[config.mk]
export PLATFORM = sky130hd
export DESIGN_NAME = display_scan_ctrl
export DESIGN_NICKNAME = d
export VERILOG_FILES = /design/src/rtl/display_scan_ctrl.sv
export SDC_FILE = /design/constraint.sdc
export NUM_CORES = 1
export LEC_CHECK = 0
export BUFFER_PORTS_ARGS = -buffer_cell sky130_fd_sc_hd__buf_2
export CAP_MARGIN = 30
export CORE_MARGIN = 3
export CORE_UTILIZATION = 34
export CTS_CLUSTER_SIZE = 16
export DETAILED_ROUTE_END_ITERATION = 8
export GPL_ROUTABILITY_DRIVEN = 0
export GPL_TIMING_DRIVEN = 0
export PLACE_DENSITY_LB_ADDON = 0.05
export SYNTH_ARGS = -nofsm -noshare
export SYNTH_HDL_FRONTEND = slang
export SYNTH_SLANG_ARGS = --single-unit
[constraint.sdc]
create_clock -name clk -period 4.2 [get_ports clk]
set_input_delay 0.21 -clock clk [delete_from_list [all_inputs] [get_ports clk]]
set_output_delay 0.21 -clock clk [all_outputs]
set_load 0.03 [all_outputs]
[src/rtl/display_scan_ctrl.sv]
// Multiplexed 4-digit BCD display scanner with guard blanking and frame-synchronous commit.
// Optional macro LEADING_ZERO_BLANK_EN keeps leading-zero digits dark.
module display_scan_ctrl #(
  parameter int unsigned SCAN_DIV  = 50000,
  parameter int unsigned GUARD_CYC = 8
) (
  input  logic        clk,
  input  logic        rst,
  input  logic [15:0] value,
  input  logic        load,
  output logic [3:0]  bcd,
  output logic [3:0]  an,
  output logic        ack,
  output logic        frame_tick
);

  localparam int unsigned CNT_W = 16;
  localparam int unsigned IDX_W = 2;

  typedef enum logic {
    ST_GUARD = 1'b0,
    ST_DISP  = 1'b1
  } state_e;

  logic [CNT_W-1:0] cnt_q, cnt_d;
  logic [IDX_W-1:0] idx_q, idx_d;
  logic [15:0]      shadow_q, shadow_d;
  logic [15:0]      disp_q, disp_d;
  logic             pending_q, pending_d;
  logic [3:0]       an_q, an_d;
  logic [3:0]       bcd_q, bcd_d;
  logic             ack_q, ack_d;
  logic             frame_tick_q, frame_tick_d;

  state_e           state_c;
  logic             slot_end_c;
  logic             wrap_c;
  logic             commit_c;
  logic             dark_c;

  // Next-state and registered-output decode; outputs follow the next state so they
  // line up with cnt_q/idx_q/disp_q in the same cycle.
  always_comb begin
    slot_end_c   = 1'b0;
    wrap_c       = 1'b0;
    commit_c     = 1'b0;
    dark_c       = 1'b0;
    state_c      = ST_GUARD;
    cnt_d        = cnt_q;
    idx_d        = idx_q;
    shadow_d     = shadow_q;
    disp_d       = disp_q;
    pending_d    = pending_q;
    an_d         = 4'b1111;
    bcd_d        = 4'h0;
    ack_d        = 1'b0;
    frame_tick_d = 1'b0;

    slot_end_c = (cnt_q == CNT_W'(SCAN_DIV - 1));
    wrap_c     = slot_end_c && (idx_q == IDX_W'(3));
    commit_c   = wrap_c && pending_q;

    cnt_d = slot_end_c ? '0 : cnt_q + CNT_W'(1);
    idx_d = slot_end_c ? idx_q + IDX_W'(1) : idx_q;

    // Commit uses the old shadow; a coincident load refills shadow and re-arms pending.
    if (commit_c) begin
      disp_d    = shadow_q;
      pending_d = 1'b0;
    end
    if (load) begin
      shadow_d  = value;
      pending_d = 1'b1;
    end

    state_c = (cnt_d < CNT_W'(GUARD_CYC)) ? ST_GUARD : ST_DISP;

`ifdef LEADING_ZERO_BLANK_EN
    dark_c = (idx_d != IDX_W'(0)) && ((disp_d >> {idx_d, 2'b00}) == 16'h0000);
`else
    dark_c = 1'b0;
`endif

    if (state_c == ST_DISP && !dark_c) begin
      an_d[idx_d] = 1'b0;
    end
    bcd_d = disp_d[{idx_d, 2'b00} +: 4];

    frame_tick_d = (cnt_d == CNT_W'(SCAN_DIV - 1)) && (idx_d == IDX_W'(3));
    ack_d        = frame_tick_d && pending_d;
  end

  always_ff @(posedge clk) begin
    if (!rst) begin
      cnt_q        <= '0;
      idx_q        <= '0;
      shadow_q     <= '0;
      disp_q       <= '0;
      pending_q    <= 1'b0;
      an_q         <= 4'b1111;
      bcd_q        <= 4'h0;
      ack_q        <= 1'b0;
      frame_tick_q <= 1'b0;
    end else begin
      cnt_q        <= cnt_d;
      idx_q        <= idx_d;
      shadow_q     <= shadow_d;
      disp_q       <= disp_d;
      pending_q    <= pending_d;
      an_q         <= an_d;
      bcd_q        <= bcd_d;
      ack_q        <= ack_d;
      frame_tick_q <= frame_tick_d;
    end
  end

  assign an         = an_q;
  assign bcd        = bcd_q;
  assign ack        = ack_q;
  assign frame_tick = frame_tick_q;

endmodule

Word-level counts from Yosys, hierarchy flattened
Index checks and enable logic that the tools add are counted.

word-level totals
  register bits after elaboration = 61
  output and inout bits = 10

cells by class
  order comparisons = 3
  bitwise operators = 2
  eq/ne operators = 4
  mux-type cells = 7
  add/sub/neg operators = 2
  shift operators = 1
  reduce and logical (&&, ||, !) cells = 6

operators with widths
  cell                   count
  $eq 16x16->1 const B   2
  $mux 16                2
  $add 16x1->16 const B  1
  $lt 16x4->1 const B    1
  $shiftx 16x5->4        1
  $logic_and 1x1->1      5
  $eq 2x2->1 const B     2
  $not 4->4              1
  $lt 2x3->1 const B     1
  $mux 1                 3
  $add 2x1->2 const B    1
  $demux 1 s2            1
  $ge 2x1->1 const B     1
  $mux 2                 1
  $reduce_or 2->1        1
  $not 1->1              1

Depth between registers and ports, before layout
Gate-level depths: netlist of run 1.

  depth after elaboration = 7
  depth in mapped cells = 8
  gate-level depth less buffers = 7

Worst setup path after synthesis of run 1
Ideal clock, no wire load.

  kind = register -> register
  start point = register cnt_q[0]
  end point = register bcd_q[2], in the netlist bcd[2]
  data required time = 4117 ps
  cell stages (with the launch flop) = 9
  arrival = 2097 ps
  setup slack = 2020 ps
  period minus slack after synthesis = 2180 ps
  cell sequence = dfxtp_1 ha_1 nand4b_1 or4_4 buf_6 nor3_1 a31oi_1 a211o_1 o221ai_1

between the ends
  word-level cells in the longest chain between the ends = 5

ends and longest elaborated chain
  what                    RTL line  text
  start, declared         25        logic [CNT_W-1:0] cnt_q, cnt_d;
  start signal, assigned  105       cnt_q <= cnt_d;
  $eq 16x16->1 *          59        slot_end_c = (cnt_q == CNT_W'(SCAN_DIV - 1));
  $logic_and 1x1->1       60        wrap_c = slot_end_c && (idx_q == IDX_W'(3));
  $logic_and 1x1->1       61        commit_c = wrap_c && pending_q;
  $mux 16                 67        if (commit_c) begin
  $shiftx 16x5->4 *       87        bcd_d = disp_d[{idx_d, 2'b00} +: 4];
  end signal, assigned    101       bcd_q <= 4'h0;
  end signal, assigned    111       bcd_q <= bcd_d;
  end, declared           31        logic [3:0] bcd_q, bcd_d;

Every way passes the cells marked *; elsewhere a longest branch is shown, timed or not.
A chain may end at the register's enable or synchronous reset.

Worst setup path after layout of run 1
Same ends and word-level chain as after synthesis.

==> impl_table.tex, run 1 <==
\begin{tabular}{lr}
\hline
Metric & Value \\
\hline
\multicolumn{2}{l}{\textbf{Cells and area}} \\
\quad Filler Cells Inserted & between 700 and 800 \\
\quad Share of layout cells above drive strength 1 & roughly 18\% \\
\quad Non-filler cells, final & between 400 and 500 \\
\quad Layout Area Growth over Synthesis & 18.42\% \\
\quad Count of inserted antenna diode cells & 0 \\
\quad Net count, final & $\sim$350 \\
\quad Final standard cell utilization of the core & 42.99\% \\
\multicolumn{2}{l}{\textbf{Clocking}} \\
\quad Setup bufs post-CTS & 0 \\
\quad Clock root cell & sky130\_fd\_sc\_hd\_\_clkbuf\_8 \\
\quad Count of instances resized after the clock tree is built & 0 \\
\quad Clock Path Buffers & 2 \\
\quad Clock edge transition at the registers on the reported setup and hold paths & roughly 80 ps \\
\quad \# hold bufs at CTS & 0 \\
\quad TritonCTS clock tree & yes \\
\quad Clk\_lat worst skew & between 300 and 400 ps \\
\quad CTS H-tree lvls & 3 \\
\quad Number of buffers created by CTS & 9 \\
\quad Num Clock Sinks & around 60 \\
\multicolumn{2}{l}{\textbf{Placement}} \\
\quad Number of placed instances with taps included & $\sim$420 \\
\quad Hpwl dp & between 4000 and 5000 um \\
\quad Number of input and output port buffers inserted & 26 \\
\multicolumn{2}{l}{\textbf{Routing}} \\
\quad Routed length per instance & 14.85 um \\
\quad Detailed-route DRC error count & 0 \\
\quad DRT antenna net count & 0 \\
\quad Wire length reported by the detailed router & 6459 um \\
\quad Number of detailed-route iterations in the first pass & 4 \\
\quad Via count normalized by instance count & between 5 and 6 \\
\quad Number of vias in the routed layout & 2,207 \\
\quad Initial DRC Count & between 60 and 70 \\
\multicolumn{2}{l}{\textbf{Global routing}} \\
\quad Global-route wire length before repair & $\sim$11,000 um \\
\quad Total GRT Usage & between 10\% and 20\% \\
\quad Largest net degree at the start of global routing & 13 \\
\quad Vias in the first global route & around 2,200 \\
\quad Initial antenna violation count & 0 \\
\quad Final global-route overflow total & 0 \\
\multicolumn{2}{l}{\textbf{Floorplanning}} \\
\quad Number of top-level pins & 29 \\
\quad Num rows & 31 \\
\quad Starting utilization of the core area & between 30\% and 40\% \\
\quad Overall die area & around 9100 um2 \\
\quad Placeable Area & $\sim$7500 um2 \\
\quad Height of the die & $\sim$95 um \\
\quad X dimension of the die & roughly 95 um \\
\multicolumn{2}{l}{\textbf{Synth}} \\
\quad Post-synth cell types & 45 \\
\quad Post-Synth Adder-Cell Area & less than 1\% \\
\quad Cell type with the largest total area after synthesis & sky130\_fd\_sc\_hd\_\_dfxtp\_1 \\
\quad Mean post-synth cell area & 9.244 um2 \\
\quad Area share of and/or/nand/nor cells after synthesis & around 22\% \\
\quad Multiplexer fraction of the synthesized cell area & between 10\% and 20\% \\
\quad Net count after synthesis & around 320 \\
\quad Number of instances in the synthesized netlist & between 200 and 300 \\
\quad Post-synth top area share & 44.94\% \\
\quad Flops \& latches, synth & between 60 and 70 \\
\quad Count of flip-flops with a built-in enable after synthesis & 0 \\
\quad Fraction of synthesis flops using an asynchronous set or reset pin & 0\% \\
\quad Combinational family with the most area after synthesis & simple AND/OR/NAND/NOR gates \\
\quad Most area-consuming cells after synthesis & sky130\_fd\_sc\_hd\_\_dfxtp\_1, sky130\_fd\_sc\_hd\_\_mux2i\_1, sky130\_fd\_sc\_hd\_\_nor2\_1 \\
\quad Sequential cell area fraction in the yosys report & between 40 and 50\% \\
\quad Fraction of synthesized cell area in xor and xnor cells & under 10\% \\
\quad Post-synthesis instance area & $\sim$2700 um2 \\
\quad Post-synth top flop & sky130\_fd\_sc\_hd\_\_dfxtp\_1 \\
\quad Total number of yosys warnings & 0 \\
\quad Synth Area in Compound Gates & approximately 11\% \\
\multicolumn{2}{l}{\textbf{Pwr}} \\
\quad Post-layout power & 1.291 mW \\
\quad Worst vdd ir & 0.0002015 V \\
\quad Power per unit of standard cell area & roughly 400 nW/um2 \\
\quad Leakage component of the power & 1.280 nW \\
\multicolumn{2}{l}{\textbf{Worst hold path}} \\
\quad Worst Min Path Start & value[9] \\
\quad Type of the tightest min-delay check & input port to register \\
\multicolumn{2}{l}{\textbf{STA}} \\
\quad Setup Total Neg Slack & 0 ps \\
\quad RSZ-0062 raised after global routing & false \\
\quad \# setup viols final & 0 \\
\quad Slew at the pin closest to its max-slew limit & just over 700 ps \\
\quad Post-route clock period utilization & around 65\% \\
\quad Number of pins exceeding their max-slew limit in the final report & 0 \\
\quad Relative max-transition margin & between 50\% and 60\% \\
\quad Minimum clock period & around 2700 ps \\
\quad Hold violation total from the final report & 0 \\
\quad Worst clock skew & roughly 11 ps \\
\quad Post-route worst hold slack & between 90 and 100 ps \\
\quad FMAX & about 0.37 GHz \\
\multicolumn{2}{l}{\textbf{Setup path}} \\
\quad CP Launch Type & register \\
\quad CP Max Fanout & 10 \\
\quad Endpoint required time on the critical path & between 4000 and 5000 ps \\
\quad Startpoint of the lowest-slack register-to-register path & cnt\_q[0] \\
\quad Startpoint of the worst setup timing path & cnt\_q[0] \\
\quad Worst Path Arrival & 2940 ps \\
\quad Worst Setup End Kind & register \\
\quad Startpoint-to-endpoint class of the critical path & register to register \\
\multicolumn{2}{l}{\textbf{Outcome}} \\
\quad Status & complete, no violations \\
\multicolumn{2}{l}{\textbf{Run}} \\
\quad Max\_cap viols & 0 \\
\hline
\end{tabular}
metal layers:
layer	GRT usage, %	routed length, um	vias up
li1	-	-	1117
met4	5.687	104	0
met1	21.49	3256	1042
met3	4.262	238	10
met2	24.55	2860	38
met5	0	0	-
critical path, cell delays in order (launching register included):
cell and delay, ps:
sky130_fd_sc_hd__dfxtp_1 400, sky130_fd_sc_hd__ha_1 250, sky130_fd_sc_hd__nand4b_1 310, sky130_fd_sc_hd__nor4_4 720, sky130_fd_sc_hd__nand3_4 250, sky130_fd_sc_hd__buf_2 270
sky130_fd_sc_hd__mux2i_1 220, sky130_fd_sc_hd__o221ai_1 170
cell type report:
type                       instances  area [um2]  area share [%]
buffer                            17       90.09           2.799
clock buffer                       9       123.9           3.849
clock inverter                     7       122.6           3.810
inverter                           6       22.52          0.6998
multi-input combinational        210        1384           43.00
sequential                        61        1221           37.95
tap                               99       123.9           3.849
timing repair buffer              26       130.1           4.044
state kept, by name, summed over array words and instances, names as in the netlist:
register    count
cnt_q          16
disp_q         16
shadow_q       16
an              4
bcd             4
idx_q           2
ack             1
frame_tick      1
pending_q       1
cells by family after synthesis:
| family | Yosys count |
|---|---|
| flip-flops | 61 |
| AND/OR/NAND/NOR | 119 |
| AO/OA/AOI/OAI | 42 |
| adder cells (fa/ha/maj) | 2 |
| buffers and inverters | 23 |
| multiplexers | 32 |
| XOR/XNOR | 15 |
cells in the mapped netlist, types with 2 or more instances:
| cell type | count |
|---|---|
| sky130_fd_sc_hd__o21ai_0 | 4 |
| sky130_fd_sc_hd__nor2_1 | 41 |
| sky130_fd_sc_hd__or2_2 | 2 |
| sky130_fd_sc_hd__o21bai_1 | 2 |
| sky130_fd_sc_hd__dfxtp_1 | 61 |
| sky130_fd_sc_hd__buf_6 | 3 |
| sky130_fd_sc_hd__a211o_1 | 3 |
| sky130_fd_sc_hd__clkbuf_1 | 9 |
| sky130_fd_sc_hd__nand2_1 | 28 |
| sky130_fd_sc_hd__nand4_1 | 3 |
| sky130_fd_sc_hd__a311oi_1 | 4 |
| sky130_fd_sc_hd__nor2b_1 | 2 |
| sky130_fd_sc_hd__xnor2_1 | 10 |
| sky130_fd_sc_hd__o221ai_1 | 6 |
| sky130_fd_sc_hd__and3_1 | 2 |
| sky130_fd_sc_hd__a31oi_1 | 5 |
| sky130_fd_sc_hd__nor4_1 | 3 |
| sky130_fd_sc_hd__buf_2 | 3 |
| sky130_fd_sc_hd__ha_1 | 2 |
| sky130_fd_sc_hd__nand3_1 | 10 |
| sky130_fd_sc_hd__or4_4 | 2 |
| sky130_fd_sc_hd__buf_1 | 2 |
| sky130_fd_sc_hd__nor4b_1 | 2 |
| sky130_fd_sc_hd__a21oi_1 | 12 |
| sky130_fd_sc_hd__nor3b_1 | 5 |
| sky130_fd_sc_hd__nor3_1 | 10 |
| sky130_fd_sc_hd__xor2_1 | 5 |
| sky130_fd_sc_hd__inv_1 | 6 |
| sky130_fd_sc_hd__mux2i_1 | 31 |
worst paths after layout:
kind            endpoint  depth (start not counted)  slack [ps]
max               bcd[2]                          7        1470
min          shadow_q[9]                          3         100
max reg2reg       bcd[2]                          7        1470
min reg2reg    disp_q[6]                          2         470
stage by stage:
stage	instance area, um2	worst slack [ps]
floorplan	2718	2020
detailed placement	2972	1432
finish	3218	1467
CTS	3218	1435
global placement	2972	1444
global route	3218	1255
report_power, final:
group          total [mW]  internal, mW  switching [mW]
Sequential          0.600         0.590         0.00996
Combinational      0.0453        0.0201          0.0252
Clock               0.645         0.397           0.248
Total                1.29          1.01           0.283
cells in the final DEF, fill, tap and decap left out, types with 3 or more instances in the layout:
cell type,n
sky130_fd_sc_hd__nor3_1,10
sky130_fd_sc_hd__xor2_1,5
sky130_fd_sc_hd__a31oi_1,5
sky130_fd_sc_hd__a211o_1,3
sky130_fd_sc_hd__clkbuf_8,9
sky130_fd_sc_hd__buf_6,3
sky130_fd_sc_hd__clkbuf_1,9
sky130_fd_sc_hd__o21ai_0,4
sky130_fd_sc_hd__nor2_1,41
sky130_fd_sc_hd__nand2_1,28
sky130_fd_sc_hd__buf_2,29
sky130_fd_sc_hd__inv_1,6
sky130_fd_sc_hd__o221ai_1,6
sky130_fd_sc_hd__nor3b_1,5
sky130_fd_sc_hd__mux2i_1,31
sky130_fd_sc_hd__a21oi_1,12
sky130_fd_sc_hd__nor4_1,3
sky130_fd_sc_hd__nand3_1,10
sky130_fd_sc_hd__a311oi_1,4
sky130_fd_sc_hd__dfxtp_1,61
sky130_fd_sc_hd__bufinv_16,3
sky130_fd_sc_hd__xnor2_1,10
sky130_fd_sc_hd__nand4_1,3
Note: power is estimated with default switching activity, not from simulation.
==> inputs of run 2 (changes only) <==
clock period = 2.8 ns   (was 4.2 ns; I/O delays follow)
==> run 2 against run 1 <==
Net effect: clock skew hardly changed; worst hold slack lost 69 ps; sequential power grew 50%; non-clock buffer count is 3 higher; register-to-register slack got worse by 1200 ps; count of clock-buffer cells in the layout unchanged; maximum frequency increased by 8.4%; largest cell class unchanged.
==> impl_table.tex, run 2 (synthesized netlist as in run 1, its figures left out) <==
\begin{tabular}{lr}
\hline
Metric & Value \\
\hline
\multicolumn{2}{l}{\textbf{Floorplanning}} \\
\quad Num rows & 31 \\
\quad Overall die area & between 9000 and 10,000 um2 \\
\quad Starting utilization of the core area & between 30\% and 40\% \\
\quad X dimension of the die & roughly 95 um \\
\quad Number of top-level pins & 29 \\
\quad Height of the die & about 95 um \\
\quad Placeable Area & approximately 7500 um2 \\
\multicolumn{2}{l}{\textbf{Setup path}} \\
\quad Startpoint of the lowest-slack register-to-register path & cnt\_q[0] \\
\quad Critical path, cell by cell & ha\_1 > nand4b\_1 > or4\_4 > buf\_6 > nor3\_1 > a31oi\_1 > a211o\_1 > o221ai\_1 \\
\quad Startpoint-to-endpoint class of the critical path & register to register \\
\quad Worst Path Arrival & roughly 2800 ps \\
\quad Crit path max-delay family & simple AND/OR/NAND/NOR gates \\
\quad Worst Setup End Kind & register \\
\quad CP Max Fanout & 10 \\
\quad Endpoint required time on the critical path & between 3000 and 4000 ps \\
\quad Reg-to-reg endpoint & bcd[0] \\
\quad Worst reg2reg path depth & 8 \\
\quad Critical path's largest stage delay & between 600 and 700 ps \\
\quad Worst path bufs/invs & 1 \\
\quad Slowest cell on crit path & sky130\_fd\_sc\_hd\_\_or4\_4 \\
\quad R2R setup slack & roughly 280 ps \\
\quad CP Launch Type & register \\
\multicolumn{2}{l}{\textbf{Clocking}} \\
\quad Clock root cell & sky130\_fd\_sc\_hd\_\_clkbuf\_8 \\
\quad Number of buffers created by CTS & 9 \\
\quad \# hold bufs at CTS & 0 \\
\quad Num Clock Sinks & between 60 and 70 \\
\quad Clk\_lat worst skew & 340 ps \\
\quad Clock edge transition at the registers on the reported setup and hold paths & 80 ps \\
\quad TritonCTS clock tree & yes \\
\quad CTS H-tree lvls & 3 \\
\quad Count of instances resized after the clock tree is built & 0 \\
\quad Clock Path Buffers & 2 \\
\quad Setup bufs post-CTS & 0 \\
\multicolumn{2}{l}{\textbf{Worst hold path}} \\
\quad Worst Min Path Start & value[9] \\
\quad Type of the tightest min-delay check & input port to register \\
\quad Hold Crit Depth & 3 \\
\quad End point of the most critical hold path & shadow\_q[9] \\
\multicolumn{2}{l}{\textbf{STA}} \\
\quad \# setup viols final & 0 \\
\quad Post-route clock period utilization & about 90\% \\
\quad Slew at the pin closest to its max-slew limit & slightly above 700 ps \\
\quad Hold violation total from the final report & 0 \\
\quad Worst clock skew & 10.78 ps \\
\quad Final critical-path setup slack & roughly 280 ps \\
\quad Relative max-transition margin & between 50 and 60\% \\
\quad RSZ-0062 raised after global routing & false \\
\quad Minimum clock period & 2521 ps \\
\quad Setup Total Neg Slack & 0 ps \\
\quad FMAX & approximately 0.40 GHz \\
\quad Post-route worst hold slack & between 20 and 30 ps \\
\quad Number of pins exceeding their max-slew limit in the final report & 0 \\
\multicolumn{2}{l}{\textbf{Global routing}} \\
\quad Vias in the first global route & between 2,000 and 2,500 \\
\quad Largest net degree at the start of global routing & 13 \\
\quad Initial antenna violation count & 0 \\
\quad Total GRT Usage & between 15 and 20\% \\
\quad Global-route wire length before repair & around 11,000 um \\
\quad Final global-route overflow total & 0 \\
\multicolumn{2}{l}{\textbf{Cells and area}} \\
\quad Fin area & 3241 um2 \\
\quad Layout Area Growth over Synthesis & 19.25\% \\
\quad Non-filler cells, final & around 440 \\
\quad Most common cell after layout, fill and taps aside & sky130\_fd\_sc\_hd\_\_dfxtp\_1 \\
\quad Final standard cell utilization of the core & a little over two fifths \\
\quad Count of inserted antenna diode cells & 0 \\
\quad Net count, final & approximately 360 \\
\quad Commonest cells after routing, fill and taps aside & sky130\_fd\_sc\_hd\_\_dfxtp\_1, sky130\_fd\_sc\_hd\_\_nor2\_1, sky130\_fd\_sc\_hd\_\_mux2i\_1 \\
\quad Registers with the most flip-flops & cnt\_q: 16 flops, disp\_q: 16 flops, shadow\_q: 16 flops \\
\quad Share of layout cells above drive strength 1 & 18.58\% \\
\quad Filler Cells Inserted & 770 \\
\multicolumn{2}{l}{\textbf{Routing}} \\
\quad Number of detailed-route iterations in the first pass & 4 \\
\quad Highest metal layer with signal wires & met4 \\
\quad Routed length on met2 & 2889 um \\
\quad Routed met3 length & roughly 260 um \\
\quad Via count normalized by instance count & approximately 5 \\
\quad Wire length reported by the detailed router & about 6500 um \\
\quad Number of vias in the routed layout & 2,217 \\
\quad DRT antenna net count & 0 \\
\quad Metal1 wirelength & $\sim$3200 um \\
\quad Detailed-route DRC error count & 0 \\
\quad Initial DRC Count & slightly below 80 \\
\quad Routed length per instance & roughly 15 um \\
\multicolumn{2}{l}{\textbf{Pwr}} \\
\quad Power per unit of standard cell area & a little under 600 nW/um2 \\
\quad Post-layout power & around 1.9 mW \\
\quad Worst vdd ir & slightly above 0.0003 V \\
\quad Leakage component of the power & about 1.3 nW \\
\multicolumn{2}{l}{\textbf{Placement}} \\
\quad Number of placed instances with taps included & roughly 420 \\
\quad Number of input and output port buffers inserted & 26 \\
\quad Hpwl dp & roughly 4600 um \\
\quad DP Area & around 3000 um2 \\
\quad Worst slack at placement & approximately 32 ps \\
\multicolumn{2}{l}{\textbf{Outcome}} \\
\quad Status & complete, no violations \\
\multicolumn{2}{l}{\textbf{Run}} \\
\quad Max\_cap viols & 0 \\
\hline
\end{tabular}
## run 2: changes by cell type in the layout (fill, tap and decap cells not counted)
cell	previous run	this run
sky130_fd_sc_hd__buf_4	0	3
## run 2: per-layer routing
layer | up-vias | GRT usage, %
li1 | 1121 | -
met1 | 1052 | 21.49
met2 | 35 | 24.55
met3 | 9 | 4.262
met4 | 0 | 5.687
met5 | - | 0
## run 2: layout make-up
class | instances | area, um2 | share of cell area, %
Buffer | 17 | 90.09 | 2.780
Clock buffer | 9 | 123.9 | 3.822
Clock inverter | 7 | 122.6 | 3.784
Inverter | 6 | 22.52 | 0.6950
Multi-Input combinational cell | 210 | 1384 | 42.70
Sequential cell | 61 | 1221 | 37.68
Tap cell | 99 | 123.9 | 3.822
Timing Repair Buffer | 29 | 152.6 | 4.710
## run 2: worst reg2reg max path, stage by stage, from the launching register on
cell,delay (ps)
sky130_fd_sc_hd__dfxtp_1,400
sky130_fd_sc_hd__ha_1,250
sky130_fd_sc_hd__nand4b_1,290
sky130_fd_sc_hd__or4_4,670
sky130_fd_sc_hd__buf_6,170
sky130_fd_sc_hd__nor3_1,160
sky130_fd_sc_hd__a31oi_1,60
sky130_fd_sc_hd__a211o_1,340
sky130_fd_sc_hd__o221ai_1,100
## run 2: worst max path at each step
stage                     depth (start not counted)     start  slack [ps]     end
after floorplan                                   8  cnt_q[0]         620  bcd[2]
after global placement                            7  cnt_q[0]          40  bcd[2]
after detailed placement                          7  cnt_q[0]          30  bcd[2]
after CTS                                         7  cnt_q[0]          30  bcd[2]
after global routing                              8  cnt_q[0]         110  bcd[0]
final                                             8  cnt_q[0]         280  bcd[0]
## run 2: power by group
group / internal [mW] / switching (mW)
registers: 0.886 / 0.0150
clock network: 0.595 / 0.371
logic: 0.0301 / 0.0379
total: 1.51 / 0.424
